<file path="src/rtl/fpga_bram_pkg.sv">
`default_nettype none
// ---------------------------------------------------------------------------
// fpga_bram_pkg : shared types and sizes for the FPGA BRAM bus controller
// Rev 1.0
// ---------------------------------------------------------------------------
package fpga_bram_pkg;

   localparam int BUS_WIDTH  = 64;
   localparam int LINE_WIDTH = 256;
   localparam int BURST_LEN  = LINE_WIDTH / BUS_WIDTH;
   localparam int BEAT_IDX_W = $clog2(BURST_LEN);

   typedef enum logic [2:0] {
      IDLE       = 3'd0,
      ADDR       = 3'd1,
      WDATA      = 3'd2,
      WAIT_WRESP = 3'd3,
      RDATA      = 3'd4,
      DONE       = 3'd5
   } fpga_bram_state_t;

   // Line-aligned address word as it appears on the multiplexed bus.
   function automatic logic [BUS_WIDTH-1:0] line_addr_word(input logic [31:0] addr);
      return {{(BUS_WIDTH-32){1'b0}}, addr[31:5], 5'b0};
   endfunction

endpackage
`default_nettype wire

</file>
<file path="src/rtl/fpga_bram_line_buffer.sv">
`default_nettype none
// ---------------------------------------------------------------------------
// fpga_bram_line_buffer : 4x64 read-beat storage plus write-line beat select
// Rev 1.0
// ---------------------------------------------------------------------------
module fpga_bram_line_buffer
   import fpga_bram_pkg::*;
(
   input  logic                  clk,
   input  logic                  rst,
   input  logic                  clr,
   input  logic                  wr_en,
   input  logic [BEAT_IDX_W-1:0] wr_idx,
   input  logic [BUS_WIDTH-1:0]  wr_data,
   input  logic [LINE_WIDTH-1:0] wdata_line,
   input  logic [BEAT_IDX_W-1:0] rd_idx,
   output logic [BUS_WIDTH-1:0]  rd_data,
   output logic [LINE_WIDTH-1:0] line
);

   logic [BURST_LEN-1:0][BUS_WIDTH-1:0] beats_q, beats_d;
   logic [BURST_LEN-1:0][BUS_WIDTH-1:0] wbeats;

   always_comb begin
      beats_d = beats_q;
      if (clr) begin
         beats_d = '0;
      end else if (wr_en) begin
         beats_d[wr_idx] = wr_data;
      end
   end

   always_ff @(posedge clk or posedge rst) begin
      if (rst) begin
         beats_q <= '0;
      end else begin
         beats_q <= beats_d;
      end
   end

   assign wbeats  = wdata_line;
   assign rd_data = wbeats[rd_idx];
   assign line    = beats_q;

endmodule
`default_nettype wire

</file>
<file path="src/rtl/fpga_bram_ctrl.sv">
`default_nettype none
// ---------------------------------------------------------------------------
// fpga_bram_ctrl : cache-line master for the multiplexed FPGA BRAM bus
// Rev 1.0
// ---------------------------------------------------------------------------
module fpga_bram_ctrl
   import fpga_bram_pkg::*;
#(
   parameter int ADDRESS_DATA_WIDTH = BUS_WIDTH,
   parameter int TIMEOUT_CYCLES     = 1024
) (
   input  logic                          clk,
   input  logic                          rst,
   input  logic [31:0]                   dfp_addr,
   input  logic                          dfp_read,
   input  logic                          dfp_write,
   input  logic [LINE_WIDTH-1:0]         dfp_wdata,
   output logic [LINE_WIDTH-1:0]         dfp_rdata,
   output logic                          dfp_resp,
   output logic [ADDRESS_DATA_WIDTH-1:0] address_data_bus_i,
   output logic                          address_on_i,
   output logic                          data_on_i,
   output logic                          read_en_i,
   output logic                          write_en_i,
   input  logic [ADDRESS_DATA_WIDTH-1:0] address_data_bus_o,
   input  logic                          resp_o,
   output logic                          error_o
);

   // Counts wait cycles 0..TIMEOUT_CYCLES-1; TIMEOUT_CYCLES must be >= 2.
   localparam int                  TMO_W     = $clog2(TIMEOUT_CYCLES);
   localparam logic [TMO_W-1:0]    TMO_LAST  = TMO_W'(TIMEOUT_CYCLES - 1);
   localparam logic [BEAT_IDX_W-1:0] BEAT_LAST = BEAT_IDX_W'(BURST_LEN - 1);

   fpga_bram_state_t state_q, state_d;
   logic                          is_write_q, is_write_d;
   logic [BEAT_IDX_W-1:0]         beat_q, beat_d;
   logic [TMO_W-1:0]              tmo_q, tmo_d;
   logic                          error_q, error_d;
   logic                          dfp_resp_q, dfp_resp_d;
   logic [ADDRESS_DATA_WIDTH-1:0] bus_q, bus_d;
   logic                          address_on_q, address_on_d;
   logic                          data_on_q, data_on_d;
   logic                          read_en_q, read_en_d;
   logic                          write_en_q, write_en_d;

   logic                          buf_clr;
   logic                          beat_acc;
   logic                          timeout;
   logic                          conflict;
   logic                          spurious;
   logic [BUS_WIDTH-1:0]          wbeat;
   logic                          addr_lsb_unused;

   assign addr_lsb_unused = ^dfp_addr[4:0];

   fpga_bram_line_buffer u_line_buffer (
      .clk        (clk),
      .rst        (rst),
      .clr        (buf_clr),
      .wr_en      (beat_acc),
      .wr_idx     (beat_q),
      .wr_data    (address_data_bus_o),
      .wdata_line (dfp_wdata),
      .rd_idx     (beat_d),
      .rd_data    (wbeat),
      .line       (dfp_rdata)
   );

   always_ff @(posedge clk or posedge rst) begin
      if (rst) begin
         state_q      <= IDLE;
         is_write_q   <= 1'b0;
         beat_q       <= '0;
         tmo_q        <= '0;
         error_q      <= 1'b0;
         dfp_resp_q   <= 1'b0;
         bus_q        <= '0;
         address_on_q <= 1'b0;
         data_on_q    <= 1'b0;
         read_en_q    <= 1'b0;
         write_en_q   <= 1'b0;
      end else begin
         state_q      <= state_d;
         is_write_q   <= is_write_d;
         beat_q       <= beat_d;
         tmo_q        <= tmo_d;
         error_q      <= error_d;
         dfp_resp_q   <= dfp_resp_d;
         bus_q        <= bus_d;
         address_on_q <= address_on_d;
         data_on_q    <= data_on_d;
         read_en_q    <= read_en_d;
         write_en_q   <= write_en_d;
      end
   end

   always_comb begin
      state_d    = state_q;
      is_write_d = is_write_q;
      beat_d     = beat_q;
      tmo_d      = '0;
      buf_clr    = 1'b0;
      beat_acc   = 1'b0;
      timeout    = 1'b0;
      conflict   = 1'b0;
      case (state_q)
         IDLE: begin
            if (dfp_read || dfp_write) begin
               buf_clr    = 1'b1;
               beat_d     = '0;
               is_write_d = dfp_write;
               if (dfp_read && dfp_write) begin
                  conflict = 1'b1;
                  state_d  = DONE;
               end else begin
                  state_d  = ADDR;
               end
            end
         end
         ADDR: state_d = is_write_q ? WDATA : RDATA;
         WDATA: begin
            if (beat_q == BEAT_LAST) begin
               state_d = WAIT_WRESP;
            end else begin
               beat_d = beat_q + 1'b1;
            end
         end
         WAIT_WRESP: begin
            if (resp_o) begin
               state_d = DONE;
            end else if (tmo_q == TMO_LAST) begin
               timeout = 1'b1;
               state_d = DONE;
            end else begin
               tmo_d = tmo_q + 1'b1;
            end
         end
         RDATA: begin
            // An accepted beat restarts the wait window.
            if (resp_o) begin
               beat_acc = 1'b1;
               if (beat_q == BEAT_LAST) begin
                  state_d = DONE;
               end else begin
                  beat_d = beat_q + 1'b1;
               end
            end else if (tmo_q == TMO_LAST) begin
               timeout = 1'b1;
               state_d = DONE;
            end else begin
               tmo_d = tmo_q + 1'b1;
            end
         end
         DONE:    state_d = IDLE;
         default: state_d = IDLE;
      endcase
   end

   assign spurious = resp_o && (state_q != WAIT_WRESP) && (state_q != RDATA);
   assign error_d  = error_q | conflict | timeout | spurious;

   // Outputs are decoded from the upcoming state so they appear registered.
   always_comb begin
      bus_d        = '0;
      address_on_d = 1'b0;
      data_on_d    = 1'b0;
      read_en_d    = 1'b0;
      write_en_d   = 1'b0;
      dfp_resp_d   = 1'b0;
      case (state_d)
         ADDR: begin
            address_on_d = 1'b1;
            bus_d        = line_addr_word(dfp_addr);
            read_en_d    = !is_write_d;
            write_en_d   = is_write_d;
         end
         WDATA: begin
            data_on_d  = 1'b1;
            write_en_d = 1'b1;
            bus_d      = wbeat;
         end
         DONE:    dfp_resp_d = 1'b1;
         default: ;
      endcase
   end

   assign address_data_bus_i = bus_q;
   assign address_on_i       = address_on_q;
   assign data_on_i          = data_on_q;
   assign read_en_i          = read_en_q;
   assign write_en_i         = write_en_q;
   assign dfp_resp           = dfp_resp_q;
   assign error_o            = error_q;

endmodule
`default_nettype wire

</file>
<file path="config.mk">
export PLATFORM = sky130hd
export DESIGN_NAME = fpga_bram_ctrl
export DESIGN_NICKNAME = d
export VERILOG_FILES = /design/src/rtl/fpga_bram_pkg.sv /design/src/rtl/fpga_bram_line_buffer.sv /design/src/rtl/fpga_bram_ctrl.sv
export SDC_FILE = /design/constraint.sdc
export NUM_CORES = 1
export LEC_CHECK = 0
export ABC_AREA = 1
export CAP_MARGIN = 30
export CORE_AREA = 2 2 264 266
export DETAILED_ROUTE_END_ITERATION = 16
export DIE_AREA = 0 0 266 268
export SKIP_CTS_REPAIR_TIMING = 1
export SLEW_MARGIN = 5
export SYNTH_ARGS = -nofsm -noshare
export SYNTH_HDL_FRONTEND = slang
export SYNTH_SLANG_ARGS = --single-unit
</file>
<file path="constraint.sdc">
create_clock -name clk -period 15.22 [get_ports clk]
set_input_delay 4.566 -clock clk [delete_from_list [all_inputs] [get_ports clk]]
set_output_delay 4.566 -clock clk [all_outputs]
set_load 0.02 [all_outputs]
</file>
Word-level counts from Yosys, hierarchy flattened
Index checks and enable logic that the tools add are counted.

Logic and storage cells: 84. ROM bits: 0. Bits in registers: 342. Latch bits: 0. RAM bits: 0. Output and inout bits: 326. Memories: 0.

Multipliers: 0. $add $sub $neg: 2. Shift operators: 0. Order comparisons: 3. Bitwise logic cells: 3. Muxes and demuxes: 41. Divide/modulo/power cells: 0. Reduce and logical (&&, ||, !) cells: 9. Equality and inequality tests: 11.

Operators by type and width (count): two-way mux 256 bit (2); bitwise mux 256 bit (1); binary-select mux 64 bit (select 2 bit) (1); demux 64 bit (select 2 bit) (1); two-way mux 64 bit (2); one-hot mux 64 bit (2 select lines) (1); two-way mux 10 bit (3); two-way mux 3 bit (8); two-way mux 1 bit (16); one-hot mux 3 bit (5 select lines) (1); adder 10 x 1 -> 10 bit (second input constant) (1); equality test 10 bit (second input constant) (1); equality test 3 x 2 -> 1 bit (second input constant) (3); equality test 3 x 1 -> 1 bit (second input constant) (2); equality test 3 bit (second input constant) (2); less-than comparator 2 x 3 -> 1 bit (second input constant) (2); two-way mux 2 bit (3); one-hot mux 2 bit (3 select lines) (1); logical AND 1 bit (4); logical NOT 3 bit (1); inequality test 3 x 2 -> 1 bit (second input constant) (1); inequality test 3 bit (second input constant) (1); OR 1 bit (3); adder 2 x 1 -> 2 bit (second input constant) (1); 7 further kinds (7).

Depth between registers and ports, before layout
Depth in word-level cells: 7. Depth in mapped cells: 13. Depth with buffers taken out: 10.

Modules after synthesis
Synthesis repeated with hierarchy kept, for this count alone.

Cells, all modules: 2309. Area, all modules: 17246.5 um2.

By module, submodules not included: fpga_bram_line_buffer (cells an instance 1938, area each 13639.3 um2, sequential area each 6406.1 um2, instances 1); fpga_bram_ctrl (cells an instance 371, area each 3607.2 um2, sequential area each 2152.1 um2, instances 1).

Least setup slack after synthesis
OpenSTA, ideal clock, no wires.

Path kind: in2reg. Start: input port dfp_write. End: register bus_q[11], in the netlist address_data_bus_i[11]. Setup time: 0.117 ns. Setup slack: 9.522 ns. Path buffers: 2. Required time: 15.103 ns. Stages: 12. Arrival: 5.581 ns. Path through: nor2_1 nand3_1 nand3_1 nand2_1 nand2_1 buf_4 buf_2 nand2_1 nand3_1 nand2_1 nand2_1 nand2_1.

Word-level cells in the longest chain between the ends: 6.

Ends and longest elaborated chain: from (decl) (line fpga_bram_ctrl.sv:16) `input logic dfp_write,`; logical AND 1 bit or logical OR 1 bit (tied branches) (line fpga_bram_ctrl.sv:113, fpga_bram_ctrl.sv:109); two-way mux 3 bit or two-way mux 2 bit (tied branches) (line fpga_bram_ctrl.sv:113, fpga_bram_ctrl.sv:109); two-way mux 3 bit or one-hot mux 2 bit (3 select lines) (tied branches) (line fpga_bram_ctrl.sv:109, fpga_bram_ctrl.sv:107); one-hot mux 3 bit (5 select lines) or binary-select mux 64 bit (select 2 bit) (tied branches) (line fpga_bram_ctrl.sv:107, fpga_bram_line_buffer.sv:42); equality test 3 x 2 -> 1 bit, or another cell as far along (line fpga_bram_ctrl.sv:171) `case (state_d)`; one-hot mux 64 bit (2 select lines) (*) (line fpga_bram_ctrl.sv:171); named net bus_d[11] (line fpga_bram_ctrl.sv:41) `logic [ADDRESS_DATA_WIDTH-1:0] bus_q, bus_d;`; to (signal assigned) (line fpga_bram_ctrl.sv:90) `bus_q <= bus_d;`; to (decl) (line fpga_bram_ctrl.sv:41).

Mark *: on every way through the listed nets, which the timed path passes. The rest lies on a longest branch. The select of a mux whose other input is x is not followed. A chain may end at the register's enable or synchronous reset.

Worst setup path in the final report
Start: input port dfp_read. End: register bus_q[23], in the netlist address_data_bus_i[23].

Word-level cells in the longest chain between the ends: 6.

Ends and longest elaborated chain: from (decl) (line fpga_bram_ctrl.sv:15) `input logic dfp_read,`; logical AND 1 bit or logical OR 1 bit (tied branches) (line fpga_bram_ctrl.sv:113, fpga_bram_ctrl.sv:109); two-way mux 3 bit or two-way mux 2 bit (tied branches) (line fpga_bram_ctrl.sv:113, fpga_bram_ctrl.sv:109); two-way mux 3 bit or one-hot mux 2 bit (3 select lines) (tied branches) (line fpga_bram_ctrl.sv:109, fpga_bram_ctrl.sv:107); one-hot mux 3 bit (5 select lines) or binary-select mux 64 bit (select 2 bit) (tied branches) (line fpga_bram_ctrl.sv:107, fpga_bram_line_buffer.sv:42); equality test 3 x 2 -> 1 bit, or another cell as far along (line fpga_bram_ctrl.sv:171); one-hot mux 64 bit (2 select lines) (*) (line fpga_bram_ctrl.sv:171); named net bus_d[23] (line fpga_bram_ctrl.sv:41).

Marked as above.

==> results.sh <==
export IMPL_slowest_stage="buf_4"
export IMPL_finalClockSkew_ns=0.0172
export IMPL_area_growth_pct=55.4
export IMPL_cts_tree="yes"
export IMPL_dr_pass1_iters=5
export IMPL_reg2reg_from="state_q[1]$_DFF_PP0_"
export IMPL_rsz0062_at_grt="false"
export IMPL_wirelength_um=67100
export IMPL_die_area_mm2=0.0713
export IMPL_p_per_area_mw_per_mm2=200
export IMPL_holdWs_ns=0.503
export IMPL_worstHoldStart="u_line_buffer.line[29]$_DFFE_PP0P_"
export IMPL_path_cells="clkdlybuf4s50_1 -> nor2_1 -> nand3_1 -> nand3_1 -> nand2_4 -> nand2_4 -> buf_4 -> nand2_1 -> nand3_1 -> nand2_1 -> nand2_1 -> nand2_1"
export IMPL_cap_violations=0
export IMPL_fill_cells=7026
export IMPL_p_leak_nw=11.4
export IMPL_initial_utilization=0.237
export IMPL_clockRootBuffer="clkbuf_16"
export IMPL_fmax_ghz=0.131
export IMPL_clk_latency_ns=0.57
export IMPL_synth_net_count=2266
export IMPL_grt_max_degree=163
export IMPL_syn_avg_cell_area_um2=8.47
export IMPL_setup_viol=0
export IMPL_clockBufferDepth=3
export IMPL_async_flop_share=1.00
export IMPL_place_hpwl_um=46000
export IMPL_synth_top_area_share=0.529
export IMPL_placement_io_buffers=677
export IMPL_clk_pin_slew_ns=0.06
export IMPL_switching_share=0.436
export IMPL_seqPwrFrac=0.275
export IMPL_ys_warn_count=0
export IMPL_via_count=15700
export IMPL_hp_class="flip-flop to flip-flop"
export IMPL_critical_path_top_delay_family="simple AND/OR/NAND/NOR gates"
export IMPL_synth_edf_count=0
export IMPL_tightest_slew_ns=1.02
export IMPL_final_max_slew_viol_count=0
export IMPL_crit_start="dfp_read"
export IMPL_wl_per_cell_um=19.6
export IMPL_drc=0
export IMPL_cp_required_ns=15.65
export IMPL_nets=2850
export IMPL_core_area_mm2=0.0682
export IMPL_finalSetupTns_ns=0
export IMPL_status="complete, no violations"
export IMPL_min_period_ns=7.61
export IMPL_crit_buf_inv=2
export IMPL_path_max_fanout=81
export IMPL_power_mw=5.02
export IMPL_drt_iter0_drc=1144
export IMPL_gr_total_overflow=0
export IMPL_die_y_um=268
export IMPL_synth_distinct_cells=33
export IMPL_arrival_ns=8.04
export IMPL_drive_gt1_frac=0.0475
export IMPL_path_common_cell="nand2_1"
export IMPL_vias_per_cell=4.59
export IMPL_synth_flop_cell="dfrtp_1"
export IMPL_slew_headroom=0.320
export IMPL_cp_slowest_stage_delay_ns=0.79
export IMPL_grtUsageTotal=0.180
export IMPL_ys_seq_area_frac=0.529
export IMPL_grt_pass1_wl_um=97500
export IMPL_syn_area_mm2=0.0162
export IMPL_synth_most_common_cell="nand3_1"
export IMPL_cts_buffers=42
export IMPL_stdcell_area_mm2=0.0251
export IMPL_routabilityCongestion=0.838
export IMPL_antenna_found_initial=20
export IMPL_share_comb_of_total_power=0.513
export IMPL_ant_nets=0
export IMPL_fin_crit_sh=0.500
export IMPL_ys_top_cells_by_count="nand3_1 (387), dfrtp_1 (342), inv_1 (261), nand2_1 (240), o21ai_0 (162)"
export IMPL_vdd_drop_max_mv=0.149
export IMPL_h_tree_depth=2
export IMPL_placed_area_mm2=0.0236
export IMPL_grt_pass1_vias=15200
export IMPL_crit_type="primary input to flip-flop"
export IMPL_cts_sink_count=342
export IMPL_ys_ff_latch=342
export IMPL_layout_setup_ws_ns=7.61
export IMPL_synthTopCellsByArea="dfrtp_1 (53%), nand3_1 (12%), inv_1 (6.1%), nand2_1 (5.6%), o21ai_0 (5.0%)"
export IMPL_synth_top_area_cell="dfrtp_1"
export IMPL_syn_inst=1908
export IMPL_pre_cts_ws_ns=7.02
export IMPL_netSwitchingPower_mw=2.19
export IMPL_io_pin_count=683
export IMPL_rows=96
export IMPL_start_kind="primary input"
export IMPL_p_int_mw=2.83
export IMPL_die_w_um=266
export IMPL_hold_violations=0
export IMPL_clkPwrFrac=0.212
export IMPL_endpoint_kind="flip-flop"
-- cell usage in the layout, fill, tap and decap left out, types with 7 or more instances in the layout --
cell / n
nand2_1: 237
inv_1: 260
nand3b_1: 74
a311oi_1: 61
dfrtp_1: 342
clkinv_2: 8
a21oi_1: 41
nor2_1: 79
o21ai_0: 162
nand3_1: 384
nand4_1: 30
inv_2: 8
clkbuf_8: 8
clkdlybuf4s50_1: 677
diode_2: 13
buf_4: 18
clkbuf_16: 43
o21ai_1: 31
clkbuf_1: 7
-- final timing paths --
check | cells past startpoint | slack, ns | endpoint
setup / recovery | 12 | 7.61 | address_data_bus_i[23]$_DFF_PP0_
hold / removal | 2 | 0.50 | u_line_buffer.line[29]$_DFFE_PP0P_
setup reg to reg | 8 | 11.68 | u_line_buffer.line[53]$_DFFE_PP0P_
hold reg to reg | 2 | 0.50 | u_line_buffer.line[29]$_DFFE_PP0P_
max in group asynchronous | 4 | 9.08 | u_line_buffer.line[73]$_DFFE_PP0P_
min in group asynchronous | 2 | 4.44 | u_line_buffer.line[181]$_DFFE_PP0P_
-- power by group through the flow --
stage	logic [mW]	registers, mW	clock network [mW]
after CTS	2.59	1.38	1.10
after global placement	2.57	1.38	0
after global routing	2.78	1.42	1.13
final	2.58	1.38	1.06
after floorplan	1.09	1.75	0
after detailed placement	2.58	1.40	0
-- tightest hold or removal path, stage by stage (launching register included) --
cell,delay [ns]
dfrtp_1,0.34
nand3_1,0.07
o21ai_0,0.06
-- cell families after synthesis --
logic type | count (synthesis) | share of synthesized area
and+or+nand+nor | 826 | 0.248
buffers and inverters | 429 | 0.110
DFF | 342 | 0.529
AOI/OAI and AO/OA | 306 | 0.110
xor gates and xnor gates | 4 | 0.00217
adders and majority gates | 1 | 0.000774
-- metrics by stage --
step | instances | utilization
after global routing | 3417 | 0.368
after global placement | 3327 | 0.345
after detailed placement | 3328 | 0.345
after CTS | 3404 | 0.367
after floorplan | 1908 | -
final | 3419 | 0.368
-- routing by layer --
metal | vias up | part of all wire | global-route usage
met5 | - | 0.00037 | 0
met4 | 4 | 0.025 | 0.0717
met3 | 83 | 0.090 | 0.0566
met2 | 633 | 0.48 | 0.293
met1 | 7454 | 0.41 | 0.222
li1 | 7534 | - | -
-- final cells by class --
cell class | count | area (um2) | share of cell area
clock inverters | 18 | 249 | 0.00991
diodes | 13 | 32.5 | 0.00130
inverters | 270 | 1020 | 0.0407
multi-input cells | 1137 | 5930 | 0.236
flip-flops and latches | 342 | 8560 | 0.341
repair buffers | 699 | 7010 | 0.279
clock buffers | 58 | 1210 | 0.0483
well taps | 882 | 1100 | 0.0439
-- state kept, by name (all words and copies together) (netlist names) --
register and flops:
u_line_buffer.line 256, address_data_bus_i 64, tmo_q 10, state_q 3
beat_q 2, address_on_i 1, data_on_i 1, dfp_resp 1
error_o 1, is_write_q 1, read_en_i 1, write_en_i 1
Note: power is estimated with default switching activity, not from simulation.
